**config.mk**
```make
export PLATFORM = sky130hd
export DESIGN_NAME = tlp_tx_framer
export DESIGN_NICKNAME = d
export VERILOG_FILES = /design/src/rtl/tlp_pkg.sv /design/src/rtl/tlp_tx_skid.sv /design/src/rtl/tlp_tx_framer.sv
export SDC_FILE = /design/constraint.sdc
export NUM_CORES = 1
export LEC_CHECK = 0
export ABC_AREA = 1
export CAP_MARGIN = 10
export CORE_MARGIN = 2
export CORE_UTILIZATION = 49
export DETAILED_ROUTE_END_ITERATION = 7
export PLACE_DENSITY = 0.75
export REMOVE_ABC_BUFFERS = 1
export SLEW_MARGIN = 20
export SYNTH_ARGS = -nofsm -noshare
export SYNTH_HDL_FRONTEND = slang
export SYNTH_HIERARCHICAL = 1
export SYNTH_SLANG_ARGS = --single-unit
```
**constraint.sdc**
```tcl
create_clock -name clk -period 4.8 [get_ports clk]
set_input_delay 0.72 -clock clk [delete_from_list [all_inputs] [get_ports clk]]
set_output_delay 0.72 -clock clk [all_outputs]
set_load 0.02 [all_outputs]
```
**src/rtl/tlp_pkg.sv**
```systemverilog
// Shared TLP definitions for the DMA transmit path: fmt/type codes, framer
// FSM states and header-DW assembly helpers used by framer and master alike.
package tlp_pkg;

    localparam logic [6:0] FMT_MWR32 = 7'h40;
    localparam logic [6:0] FMT_MWR64 = 7'h60;
    localparam logic [6:0] FMT_CPLD  = 7'h4A;

    typedef enum logic [2:0] {
        IDLE,
        HDR0,
        HDR1,
        DATA,
        FLUSH
    } txState_t;

    function automatic logic [31:0] buildH0(input logic [6:0] fmtType,
                                            input logic [1:0] attrBits,
                                            input logic [9:0] lenDw);
        return {1'b0, fmtType, 1'b0, 3'b000, 4'b0000, 2'b00, attrBits, 2'b00, lenDw};
    endfunction

    function automatic logic [31:0] buildMwrH1(input logic [23:0] tid,
                                               input logic [7:0]  byteEnables);
        return {tid, byteEnables};
    endfunction

    function automatic logic [31:0] buildCplH1(input logic [15:0] cplId,
                                               input logic [11:0] byteCount);
        return {cplId, 3'b000, 1'b0, byteCount};
    endfunction

    function automatic logic [31:0] buildCplH2(input logic [23:0] tid,
                                               input logic [6:0]  lowAddr);
        return {tid[23:8], tid[7:0], 1'b0, lowAddr};
    endfunction

    function automatic logic [31:0] buildAddrLo(input logic [29:0] addrDw);
        return {addrDw, 2'b00};
    endfunction

endpackage

```
**src/rtl/tlp_tx_skid.sv**
```systemverilog
// Registered TX output stage with one skid slot; o_ready is a plain register
// decode so a beat pushed while the sink stalls always has somewhere to go.
module tlp_tx_skid (
    input  logic        clk,
    input  logic        reset_n,
    input  logic        i_valid,
    input  logic [63:0] i_data,
    input  logic [1:0]  i_keep,
    input  logic        i_last,
    output logic        o_ready,
    output logic        o_txValid,
    output logic [63:0] o_txData,
    output logic [1:0]  o_txKeep,
    output logic        o_txLast,
    input  logic        i_txReady
);

    logic        r_outValid;
    logic [63:0] r_outData;
    logic [1:0]  r_outKeep;
    logic        r_outLast;
    logic        r_skidValid;
    logic [63:0] r_skidData;
    logic [1:0]  r_skidKeep;
    logic        r_skidLast;

    // Skid contents always drain into the output register before new input.
    always_ff @(posedge clk) begin
        if (!reset_n) begin
            r_outValid  <= 1'b0;
            r_outData   <= 64'd0;
            r_outKeep   <= 2'b00;
            r_outLast   <= 1'b0;
            r_skidValid <= 1'b0;
            r_skidData  <= 64'd0;
            r_skidKeep  <= 2'b00;
            r_skidLast  <= 1'b0;
        end else if (!r_outValid || i_txReady) begin
            if (r_skidValid) begin
                r_outValid  <= 1'b1;
                r_outData   <= r_skidData;
                r_outKeep   <= r_skidKeep;
                r_outLast   <= r_skidLast;
                r_skidValid <= 1'b0;
            end else begin
                r_outValid <= i_valid;
                r_outData  <= i_valid ? i_data : 64'd0;
                r_outKeep  <= i_valid ? i_keep : 2'b00;
                r_outLast  <= i_valid ? i_last : 1'b0;
            end
        end else if (i_valid && !r_skidValid) begin
            r_skidValid <= 1'b1;
            r_skidData  <= i_data;
            r_skidKeep  <= i_keep;
            r_skidLast  <= i_last;
        end
    end

    assign o_ready   = !r_skidValid;
    assign o_txValid = r_outValid;
    assign o_txData  = r_outData;
    assign o_txKeep  = r_outKeep;
    assign o_txLast  = r_outLast;

endmodule

```
**src/rtl/tlp_tx_framer.sv**
```systemverilog
// DMA TLP request slave: grants one master, latches its header, and frames
// MWr32/MWr64/CplD header plus DW-packed payload onto a 64-bit TX stream.
module tlp_tx_framer
    import tlp_pkg::*;
#(
    parameter logic [15:0] COMPLETER_ID = 16'h0000
) (
    input  logic        clk,
    input  logic        reset_n,
    input  logic        req_to_send,
    output logic        grant,
    input  logic [6:0]  fmt_type,
    input  logic [9:0]  length_in_dw,
    input  logic        src_rdy_n,
    output logic        dst_rdy_n,
    input  logic [63:0] data,
    input  logic [61:0] address,
    input  logic [7:0]  ldwbe_fdwbe,
    input  logic [1:0]  attr,
    input  logic [23:0] transaction_id,
    input  logic [12:0] byte_count,
    input  logic [6:0]  lower_address,
    output logic [63:0] tx_tdata,
    output logic [1:0]  tx_tkeep,
    output logic        tx_tvalid,
    output logic        tx_tlast,
    input  logic        tx_tready
);

    txState_t    r_state;
    txState_t    w_nextState;
    logic [31:0] r_hdr0, r_hdr1, r_hdr2, r_hdr3;
    logic        r_is4dw;
    logic        r_lenOdd;
    logic [9:0]  r_srcLeft;
    logic [31:0] r_carry;

    logic        w_stageReady;
    logic        w_srcReady;
    logic        w_srcAccept;
    logic        w_lastSrc;
    logic        w_push;
    logic [63:0] w_pushData;
    logic [1:0]  w_pushKeep;
    logic        w_pushLast;
    logic        w_isCpl;
    logic        w_is64;
    logic [31:0] w_h1, w_h2;
    logic [9:0]  w_srcBeats;
    logic        w_unused;

    // Byte count 4096 wraps to 0 in the 12-bit CplD field.
    assign w_unused = byte_count[12];

    assign w_isCpl    = (fmt_type == FMT_CPLD);
    assign w_is64     = (fmt_type == FMT_MWR64);
    assign w_h1       = w_isCpl ? buildCplH1(COMPLETER_ID, byte_count[11:0])
                                : buildMwrH1(transaction_id, ldwbe_fdwbe);
    assign w_h2       = w_isCpl ? buildCplH2(transaction_id, lower_address)
                                : (w_is64 ? address[61:30] : buildAddrLo(address[29:0]));
    assign w_srcBeats = (length_in_dw == 10'd0) ? 10'd512
                        : ({1'b0, length_in_dw[9:1]} + {9'd0, length_in_dw[0]});

    assign w_lastSrc   = (r_srcLeft == 10'd1);
    assign w_srcAccept = w_srcReady && !src_rdy_n;
    assign dst_rdy_n   = !w_srcReady;
    assign grant       = (r_state == HDR0) || (r_state == HDR1) || (r_state == DATA);

    always_ff @(posedge clk) begin
        if (!reset_n) begin
            r_state <= IDLE;
        end else begin
            r_state <= w_nextState;
        end
    end

    always_ff @(posedge clk) begin
        if (!reset_n) begin
            r_hdr0    <= 32'd0;
            r_hdr1    <= 32'd0;
            r_hdr2    <= 32'd0;
            r_hdr3    <= 32'd0;
            r_is4dw   <= 1'b0;
            r_lenOdd  <= 1'b0;
            r_srcLeft <= 10'd0;
            r_carry   <= 32'd0;
        end else begin
            if (r_state == IDLE && req_to_send) begin
                r_hdr0    <= buildH0(fmt_type, attr, length_in_dw);
                r_hdr1    <= w_h1;
                r_hdr2    <= w_h2;
                r_hdr3    <= buildAddrLo(address[29:0]);
                r_is4dw   <= w_is64;
                r_lenOdd  <= length_in_dw[0];
                r_srcLeft <= w_srcBeats;
            end
            if (w_srcAccept) begin
                r_carry   <= data[63:32];
                r_srcLeft <= r_srcLeft - 10'd1;
            end
        end
    end

    // With a 3DW header every output beat borrows the previous source's upper DW.
    always_comb begin
        w_nextState = r_state;
        w_srcReady  = 1'b0;
        w_push      = 1'b0;
        w_pushData  = 64'd0;
        w_pushKeep  = 2'b11;
        w_pushLast  = 1'b0;
        case (r_state)
            IDLE: begin
                if (req_to_send) w_nextState = HDR0;
            end
            HDR0: begin
                if (w_stageReady) begin
                    w_push      = 1'b1;
                    w_pushData  = {r_hdr1, r_hdr0};
                    w_nextState = HDR1;
                end
            end
            HDR1: begin
                if (r_is4dw) begin
                    if (w_stageReady) begin
                        w_push      = 1'b1;
                        w_pushData  = {r_hdr3, r_hdr2};
                        w_nextState = DATA;
                    end
                end else begin
                    w_srcReady = w_stageReady;
                    if (w_srcReady && !src_rdy_n) begin
                        w_push     = 1'b1;
                        w_pushData = {data[31:0], r_hdr2};
                        if (!w_lastSrc) begin
                            w_nextState = DATA;
                        end else if (r_lenOdd) begin
                            w_pushLast  = 1'b1;
                            w_nextState = IDLE;
                        end else begin
                            w_nextState = FLUSH;
                        end
                    end
                end
            end
            DATA: begin
                w_srcReady = w_stageReady;
                if (w_srcReady && !src_rdy_n) begin
                    w_push     = 1'b1;
                    w_pushData = r_is4dw ? data : {data[31:0], r_carry};
                    if (w_lastSrc) begin
                        if (r_is4dw || r_lenOdd) begin
                            w_pushLast  = 1'b1;
                            w_pushKeep  = (r_is4dw && r_lenOdd) ? 2'b01 : 2'b11;
                            w_nextState = IDLE;
                        end else begin
                            w_nextState = FLUSH;
                        end
                    end
                end
            end
            FLUSH: begin
                if (w_stageReady) begin
                    w_push      = 1'b1;
                    w_pushData  = {32'd0, r_carry};
                    w_pushKeep  = 2'b01;
                    w_pushLast  = 1'b1;
                    w_nextState = IDLE;
                end
            end
            default: w_nextState = IDLE;
        endcase
    end

    tlp_tx_skid u_skid (
        .clk       (clk),
        .reset_n   (reset_n),
        .i_valid   (w_push),
        .i_data    (w_pushData),
        .i_keep    (w_pushKeep),
        .i_last    (w_pushLast),
        .o_ready   (w_stageReady),
        .o_txValid (tx_tvalid),
        .o_txData  (tx_tdata),
        .o_txKeep  (tx_tkeep),
        .o_txLast  (tx_tlast),
        .i_txReady (tx_tready)
    );

endmodule

```
* After elaboration in Yosys (flattened, before gate mapping)
Cells that the tools add are included.
** Cells by class
- Reduce and logical (&&, ||, !) cells :: 20
- Multiplexer cells :: 53
- Add/subtract/negate cells :: 2
- Bitwise gates (word level) :: 2
- Eq/ne operators :: 14
** Operators by type and width (count)
- 2-to-1 mux 64 bit :: 8
- one-hot mux 64 bit (4 select lines) :: 1
- 2-to-1 mux 32 bit :: 4
- 2-to-1 mux 3 bit :: 11
- 2-to-1 mux 10 bit :: 3
- one-hot mux 3 bit (5 select lines) :: 1
- == test 7 bit, second input constant :: 2
- 2-to-1 mux 1 bit :: 14
- 2-to-1 mux 2 bit :: 7
- adder 9 x 1 -> 10 bit :: 1
- == test 10 x 1 -> 1 bit, second input constant :: 1
- logical NOT 10 bit :: 1
- subtractor 10 x 1 -> 10 bit, second input constant :: 1
- != test 2 bit, second input constant :: 4
- AND reduction 7 bit :: 1
- == test 3 x 2 -> 1 bit, second input constant :: 2
- one-hot mux 1 bit (3 select lines) :: 2
- logical AND 1 bit :: 5
- logical NOT 1 bit :: 4
- logical OR 1 bit :: 4
- one-hot mux 2 bit (2 select lines) :: 1
- OR reduction 2 bit :: 2
- == test 3 x 1 -> 1 bit, second input constant :: 1
- == test 3 bit, second input constant :: 1
- other kinds (8) :: 9
** Storage, ports and cells
- Output and inout bits :: 70
- Register bits :: 296

* Longest topological paths before layout
Gate-level depths: netlist of the first run.
- Depth after elaboration :: 8
- Depth in mapped cells :: 17
- Depth with buffers taken out :: 15

* Modules after synthesis
Netlist of the first run, hierarchy kept.
** By module, submodules not included
- tlp_tx_framer :: area each 9142.5 um2, times used 1, cells an instance 1432, seq. area each 3183.1 um2
- tlp_tx_skid :: area each 5906.9 um2, times used 1, cells an instance 885, seq. area each 2722.6 um2

* Worst setup path before layout of the first run
OpenSTA, ideal clock, no wires.
- Path type :: input-to-reg
- Start point :: input src_rdy_n
- End point :: register u_skid.r_skidData[43]
- Slack :: 2.680 ns
- Path buffers :: 2
- Stages on the path :: 10
- Library setup time :: 0.113 ns
- Arrival :: 2.007 ns
- Path through :: nor2_2 -> nand2_2 -> buf_2 -> nand4_1 -> inv_1 -> nor2_4 -> clkbuf_1 -> nand3_1 -> nand2_1 -> nor2_1
** Between the ends
- Word-level cells in the longest chain between the ends :: 7
- Elaborated cells on any way between the ends :: 11
- Those cells by class :: 7 x mux; 4 x reduce/logical
** RTL lines
- start, declared :: RTL line tlp_tx_framer.sv:14 : input logic src_rdy_n,
- logical NOT 1 bit (*) :: RTL line tlp_tx_framer.sv:132, tlp_tx_framer.sv:148
- logical AND 1 bit (*) :: RTL line tlp_tx_framer.sv:132, tlp_tx_framer.sv:148
- 2-to-1 mux 1 bit (*) :: RTL line tlp_tx_framer.sv:132, tlp_tx_framer.sv:148
- 2-to-1 mux 1 bit :: RTL line tlp_tx_framer.sv:124 : if (r_is4dw) begin
- one-hot mux 1 bit (3 select lines) (*) :: RTL line tlp_tx_framer.sv:112 : case (r_state)
- via w_push :: RTL line tlp_tx_framer.sv:42 : logic w_push;
- logical AND 1 bit (*) :: RTL line tlp_tx_skid.sv:51 : end else if (i_valid && !r_skidValid) begin
- AND reduction 2 bit (no line) (*)
- end signal, assigned :: RTL line tlp_tx_skid.sv:53 : r_skidData <= i_data;
- end, declared :: RTL line tlp_tx_skid.sv:23 : logic [63:0] r_skidData;
Mark *: on every way through the listed nets, which the timed path passes. The rest lies on a longest branch.
A chain may end at the register's enable or synchronous reset.

* Worst setup path after layout of the first run
- Start point :: register r_is4dw
- End point :: output dst_rdy_n
** Between the ends
- Word-level cells in the longest chain between the ends :: 3
** RTL lines
- start, declared :: RTL line tlp_tx_framer.sv:33 : logic r_is4dw;
- start signal, assigned :: RTL line tlp_tx_framer.sv:93 : r_is4dw <= w_is64;
- 2-to-1 mux 1 bit :: RTL line tlp_tx_framer.sv:124
- one-hot mux 1 bit (2 select lines) :: RTL line tlp_tx_framer.sv:112
- logical NOT 1 bit :: RTL line tlp_tx_framer.sv:66 : assign dst_rdy_n = !w_srcReady;
- end, declared :: RTL line tlp_tx_framer.sv:15 : output logic dst_rdy_n,
Every way passes these cells.

==> results.toml, run 1 <==
[drt]
drt_first_iter_violations = 1822
drtPass1Iterations = 8
viasPerCell = 5.58
drc = 0
vias = 16300
post_drt_wl_per_cell_microns = 17.9
routed_wl_mm = 52.3
antenna_left = 0

[hold_path]
hold_depth = 2
min_to = "r_hdr0[6]$_SDFFE_PN0P_"
hp-class = "reg2reg"
holdCritStartpoint = "r_hdr0[6]$_SDFFE_PN0P_"

[clock_tree]
cts_buffers = 34
worstSkewPairLatency_ns = 0.51
clk_path_buf_depth = 3
cts.repair.resized = 0
cts_root_buffer = "clkbuf_16"
cts_tree = "yes"
clock_sinks = 295
ctsHoldBuffers = 0
postCtsSetupBuffers = 0
htreeDepth = 2
cts.reportedPaths.clkPinSlew_ns = 0.06

[grt]
antenna_found_initial = 2
grt_use_total_pct = 31.4
gr-total-overflow = 0
grt_max_degree = 119
grt_pass1_wl_mm = 78.7
grt_pass1_vias = 14900

[floorplan]
die_h_microns = 179
fp.dieW_microns = 179
row_count = 64
core_sq_um = 30400
start_util_pct = 49.5
die_area_sq_um = 32100
pin_count = 272

[setup_path]
r2r_start = "r_is4dw$_SDFFE_PN0P_"
arrival_ns = 2.50
reg2reg_slack_ns = 1.89
critPathKind = "reg2out"
crit_required_ns = 4.08
endpoint_kind = "primary output"
max_stage_delay_ns = 1.01
cp_cell_sequence = "nand2_2, nand3_2, clkdlybuf4s50_1"
crit_family = "flip-flops"
start_kind = "register"
crit_fanout = 44
reg2reg_to = "u_skid/r_skidData[14]$_SDFFE_PN0P_"
crit_buf_inv = 1
crit_path_top_delay_cell = "dfxtp_2"
ff2ff_path_depth = 8

[sta]
hold_viol = 0
layout_min_cycle_time_ns = 3.22
setup_viol = 0
tightest_slew_ns = 1.16
slew_violations = 0
slew_headroom_pct = 22.1
skew_ns = 0.0165
rsz0062_at_grt = "no"
fmax_mhz = 310
final.setup.tns_ns = 0
timing.final.crit_share_pct = 67.2

[finish]
fillers = 2802
drive_gt1_share_pct = 4.97
final_cell_mix = "544 x nand2_1, 400 x nor2_1, 293 x dfxtp_1"
fin_area_sq_um = 18900
final_util_pct = 62.2
final_common_cell = "nand2_1"
final_nets = 2700
area_growth_pct = 25.7

[pwr]
leakagePower_nw = 7.65
power_density_nw_per_um2 = 510
ir_drop_uv = 402

[logic_synthesis]
yosys_warnings = 6
syn_inst = 2317
syn_area_per_cell_sq_um = 6.50
synth_xor_area_share_pct = 0.233
yosys_most_used_dff = "dfxtp_1"
synth-seq-cells = 295
synth_top_family_by_area = "simple AND/OR/NAND/NOR gates"
muxShareOfSynthArea_pct = 0
async_flop_share_pct = 0
synth_edf_count = 0
synth-compound-area-share_pct = 19.4
synth-simple-area-share_pct = 30.6
synth_adder_area_share_pct = 0.416
ys_seq_area_share_pct = 39.2
yosysUniqueCellTypes = 42
syn_area_sq_um = 15000

[run_status]
status = "completed"

[placement]
dpl.hpwl_mm = 31.8
io_buffers = 270
placed_area_sq_um = 17700
gp_congestion = 0.870

[job]
cap_violations = 0
-- worst max-delay path by stage --
stage                         start                           endpoint  slack (ns)  cells past startpoint
5_1_grt        r_is4dw$_SDFFE_PN0P_                          dst_rdy_n        1.55                      3
4_1_cts        r_is4dw$_SDFFE_PN0P_                          dst_rdy_n        1.62                      3
2_1_floorplan  r_is4dw$_SDFFE_PN0P_  u_skid/r_skidData[0]$_SDFFE_PN0P_        0.33                      9
6_report       r_is4dw$_SDFFE_PN0P_                          dst_rdy_n        1.58                      3
3_3_place_gp            req_to_send             r_hdr1[2]$_SDFFE_PN0P_        1.36                      7
3_5_place_dp            req_to_send             r_hdr1[2]$_SDFFE_PN0P_        1.28                      7
-- metal layers --
layer	track usage (%)	vias to the layer above	share of wire [%]
li1	-	7809	-
met1	40.4	7482	41
met2	52.4	861	47
met3	5.00	110	9.8
met4	12.3	2	2.8
met5	0	-	0.025
-- metrics by stage --
stage | power (mW) | instances | hold WS, ns | setup WS [ns]
after floorplan | 5.42 | 2160 | 0.424 | 0.332
after CTS | 9.60 | 2913 | 0.454 | 1.62
final | 9.64 | 2914 | 0.456 | 1.58
after detailed placement | 6.85 | 2853 | 0.445 | 1.28
after global routing | 10.1 | 2913 | 0.476 | 1.55
after global placement | 6.76 | 2853 | 0.442 | 1.36
-- power by group --
group	internal, mW	switching, mW
logic	1.14	2.45
clock network	1.70	1.04
registers	2.97	0.330
total	5.82	3.82
-- worst reg2reg max path: stages (launching register included) --
cell and delay, ns:
dfxtp_2 1.01, clkinv_1 0.33, nor2_4 0.56, inv_2 0.29, o211ai_1 0.29, inv_1 0.07
nand3_1 0.09, nand2_1 0.06, nor2_1 0.12
-- area by class of cell --
class	count	area (sq um)	share of cell area, %
inverter	193	729	3.86
antenna	1	2.50	0.0132
clock inverter	13	168	0.887
clock buffer	47	1020	5.41
tap	396	495	2.62
multi-input combinational	1672	7640	40.4
timing repair buffer	297	2940	15.6
sequential	295	5910	31.3
-- cells in the mapped netlist, types with 12 or more instances --
library cell,count,share of area [%]
nand2_1,546,14
nor2_1,401,10
dfxtp_1,295,39
o21ai_0,242,8.0
a21oi_1,197,6.6
inv_1,179,4.5
nand3_1,124,4.1
clkbuf_1,71,1.8
buf_2,56,1.9
nor3_1,29,0.96
a21boi_1,28,1.4
o2111ai_1,16,0.93
o211ai_1,16,0.80
buf_4,13,0.65
buf_6,12,0.90
-- cell families after synthesis --
family | Yosys count
buffers and inverters | 351
adders and majority gates | 5
DFF | 295
other | 1
xor gates and xnor gates | 4
and+or+nand+nor | 1129
AOI/OAI and AO/OA | 532
-- flip-flops by register name, summed over array words and instances, names as in the netlist --
name,cells
u_skid/o_txData,64
u_skid/r_skidData,64
r_carry,32
r_hdr1,32
r_hdr2,32
r_hdr3,30
r_hdr0,19
r_srcLeft,10
r_state,3
u_skid/o_txKeep,2
u_skid/r_skidKeep,2
r_is4dw,1
u_skid/o_txLast,1
u_skid/o_txValid,1
u_skid/r_skidLast,1
u_skid/r_skidValid,1
Power figures use the tool's default switching activity.
==> run 2: changes to the inputs <==
CORE_UTILIZATION = 48   (was 49)
PLACE_DENSITY = 0.77   (was 0.75)
clock period = 2.6 ns   (was 4.8 ns; I/O delays follow)
==> results.toml, run 2 (synthesis gave the netlist of run 1 again) <==
[run_status]
status = "completed"

[pwr]
p_clk_share_pct = 26.8
ir_drop_uv = 628
p_int_mw = 10.8
p_total_mw = 18.0
power_density_nw_per_um2 = 934
comb_power_share_pct = 39.6
swShare_pct = 39.7
p_switching_mw = 7.14
leakagePower_nw = 7.82
pwr-share-seq_pct = 33.6

[grt]
grt_use_total_pct = 31.0
gr-total-overflow = 0
antenna_found_initial = 1
grt_use_met3_pct = 5.12
met1_usage_pct = 40.6
grt_pass1_vias = 15500
grt_pass1_wl_mm = 81.9
use_met2_pct = 51.1
grt_max_degree = 95
grt_busiest_layer = "met2"

[placement]
placed_area_sq_um = 18100
dp.cells = 2885
dpl.hpwl_mm = 34.0
gp_congestion = 0.896
io_buffers = 270

[clock_tree]
htreeDepth = 1
cts.reportedPaths.clkPinSlew_ns = 0.07
cts_buffers = 31
clock_sinks = 295
ctsHoldBuffers = 0
worstSkewPairLatency_ns = 0.57
postCtsSetupBuffers = 0
cts_tree = "yes"
cts_root_buffer = "clkbuf_16"
cts.repair.resized = 0
clk_path_buf_depth = 3

[drt]
viasPerCell = 5.58
vias = 16400
drtPass1Iterations = 6
routed_wl_mm = 52.5
drt_first_iter_violations = 1985
drc = 0
post_drt_wl_per_cell_microns = 17.8
antenna_left = 0

[setup_path]
critPathKind = "reg2out"
crit_buf_inv = 2
crit_required_ns = 2.21
crit_family = "buffers and inverters"
endpoint_kind = "primary output"
max_stage_delay_ns = 0.62
start_kind = "register"
crit_fanout = 29
crit_path_top_delay_cell = "clkdlybuf4s50_1"
cp_cell_sequence = "buf_4, nand2_2, nand3_2, clkdlybuf4s50_1"
arrival_ns = 2.15

[finish]
area_growth_pct = 27.8
final_cells = 2943
final_common_cell = "nand2_1"
final_cell_mix = "543 x nand2_1, 400 x nor2_1, 293 x dfxtp_1"
final_nets = 2729
drive_gt1_share_pct = 6.13
fin_area_sq_um = 19200

[floorplan]
core_sq_um = 30700
fp.dieW_microns = 181
die_area_sq_um = 32800
start_util_pct = 48.9
pin_count = 272
row_count = 64
die_h_microns = 181

[sta]
hold_ws_ns = 0.143
tightest_slew_ns = 0.984
slew_violations = 0
setup_viol = 0
slew_headroom_pct = 34.4
fmax_mhz = 394
layout_min_cycle_time_ns = 2.54
timing.final.crit_share_pct = 97.6
rsz0062_at_grt = "no"
skew_ns = 0.0234
hold_viol = 0
final.setup.tns_ns = 0

[job]
cap_violations = 0

[hold_path]
hp-class = "in2reg"
-- run 2: final cells by class --
| class | instances | area (sq um) |
|---|---|---|
| Antenna cell | 1 | 2.50 |
| Clock buffer | 36 | 815 |
| Clock inverter | 21 | 287 |
| Fill cell | 2747 | 11500 |
| Inverter | 193 | 729 |
| Multi-Input combinational cell | 1672 | 7640 |
| Sequential cell | 295 | 5910 |
| Tap cell | 396 | 495 |
| Timing Repair Buffer | 329 | 3360 |
-- run 2: path summary, 6_finish.rpt --
| kind | start | end | slack [ns] | depth (start not counted) |
|---|---|---|---|---|
| min | reset_n | u_skid/r_skidData[6]$_SDFFE_PN0P_ | 0.14 | 3 |
| min reg2reg | r_hdr3[2]$_SDFFE_PN0P_ | r_hdr3[2]$_SDFFE_PN0P_ | 0.46 | 2 |
| max reg2reg | u_skid/r_skidValid$_SDFFE_PP0P_ | u_skid/r_skidData[38]$_SDFFE_PN0P_ | 0.34 | 12 |
| max | r_is4dw$_SDFFE_PN0P_ | dst_rdy_n | 0.06 | 4 |
-- run 2: layer usage --
| metal | share of wire (%) | up-vias |
|---|---|---|
| li1 | - | 7871 |
| met1 | 40 | 7404 |
| met2 | 45 | 981 |
| met3 | 11 | 170 |
| met4 | 3.9 | 0 |
| met5 | 0 | - |
-- run 2: worst reg2reg max path, cell delays in order (launching register included) --
cell	delay (ns)
dfxtp_4	0.35
inv_2	0.08
nand2_2	0.23
buf_4	0.36
clkinv_1	0.40
nand2_1	0.15
a21oi_1	0.08
a21oi_1	0.12
o21ai_0	0.15
inv_1	0.08
nand3_1	0.07
nand2_1	0.07
nor2_1	0.04
-- run 2: power groups by stage --
stage / registers, mW / logic, mW / clock network (mW)
after CTS: 6.01 / 6.97 / 4.87
after global placement: 6.07 / 6.78 / 0
final: 6.03 / 7.11 / 4.82
after floorplan: 6.27 / 3.73 / 0
after global routing: 6.13 / 7.73 / 5.05
after detailed placement: 6.10 / 6.92 / 0
-- run 2: metrics by stage --
step	worst slack, ns	utilization [%]
2_1_floorplan	-1.87	-
3_3_place_gp	0.204	59.0
3_5_place_dp	0.149	59.0
4_1_cts	0.0531	62.6
5_1_grt	0.00410	62.6
6_report	0.0627	62.6
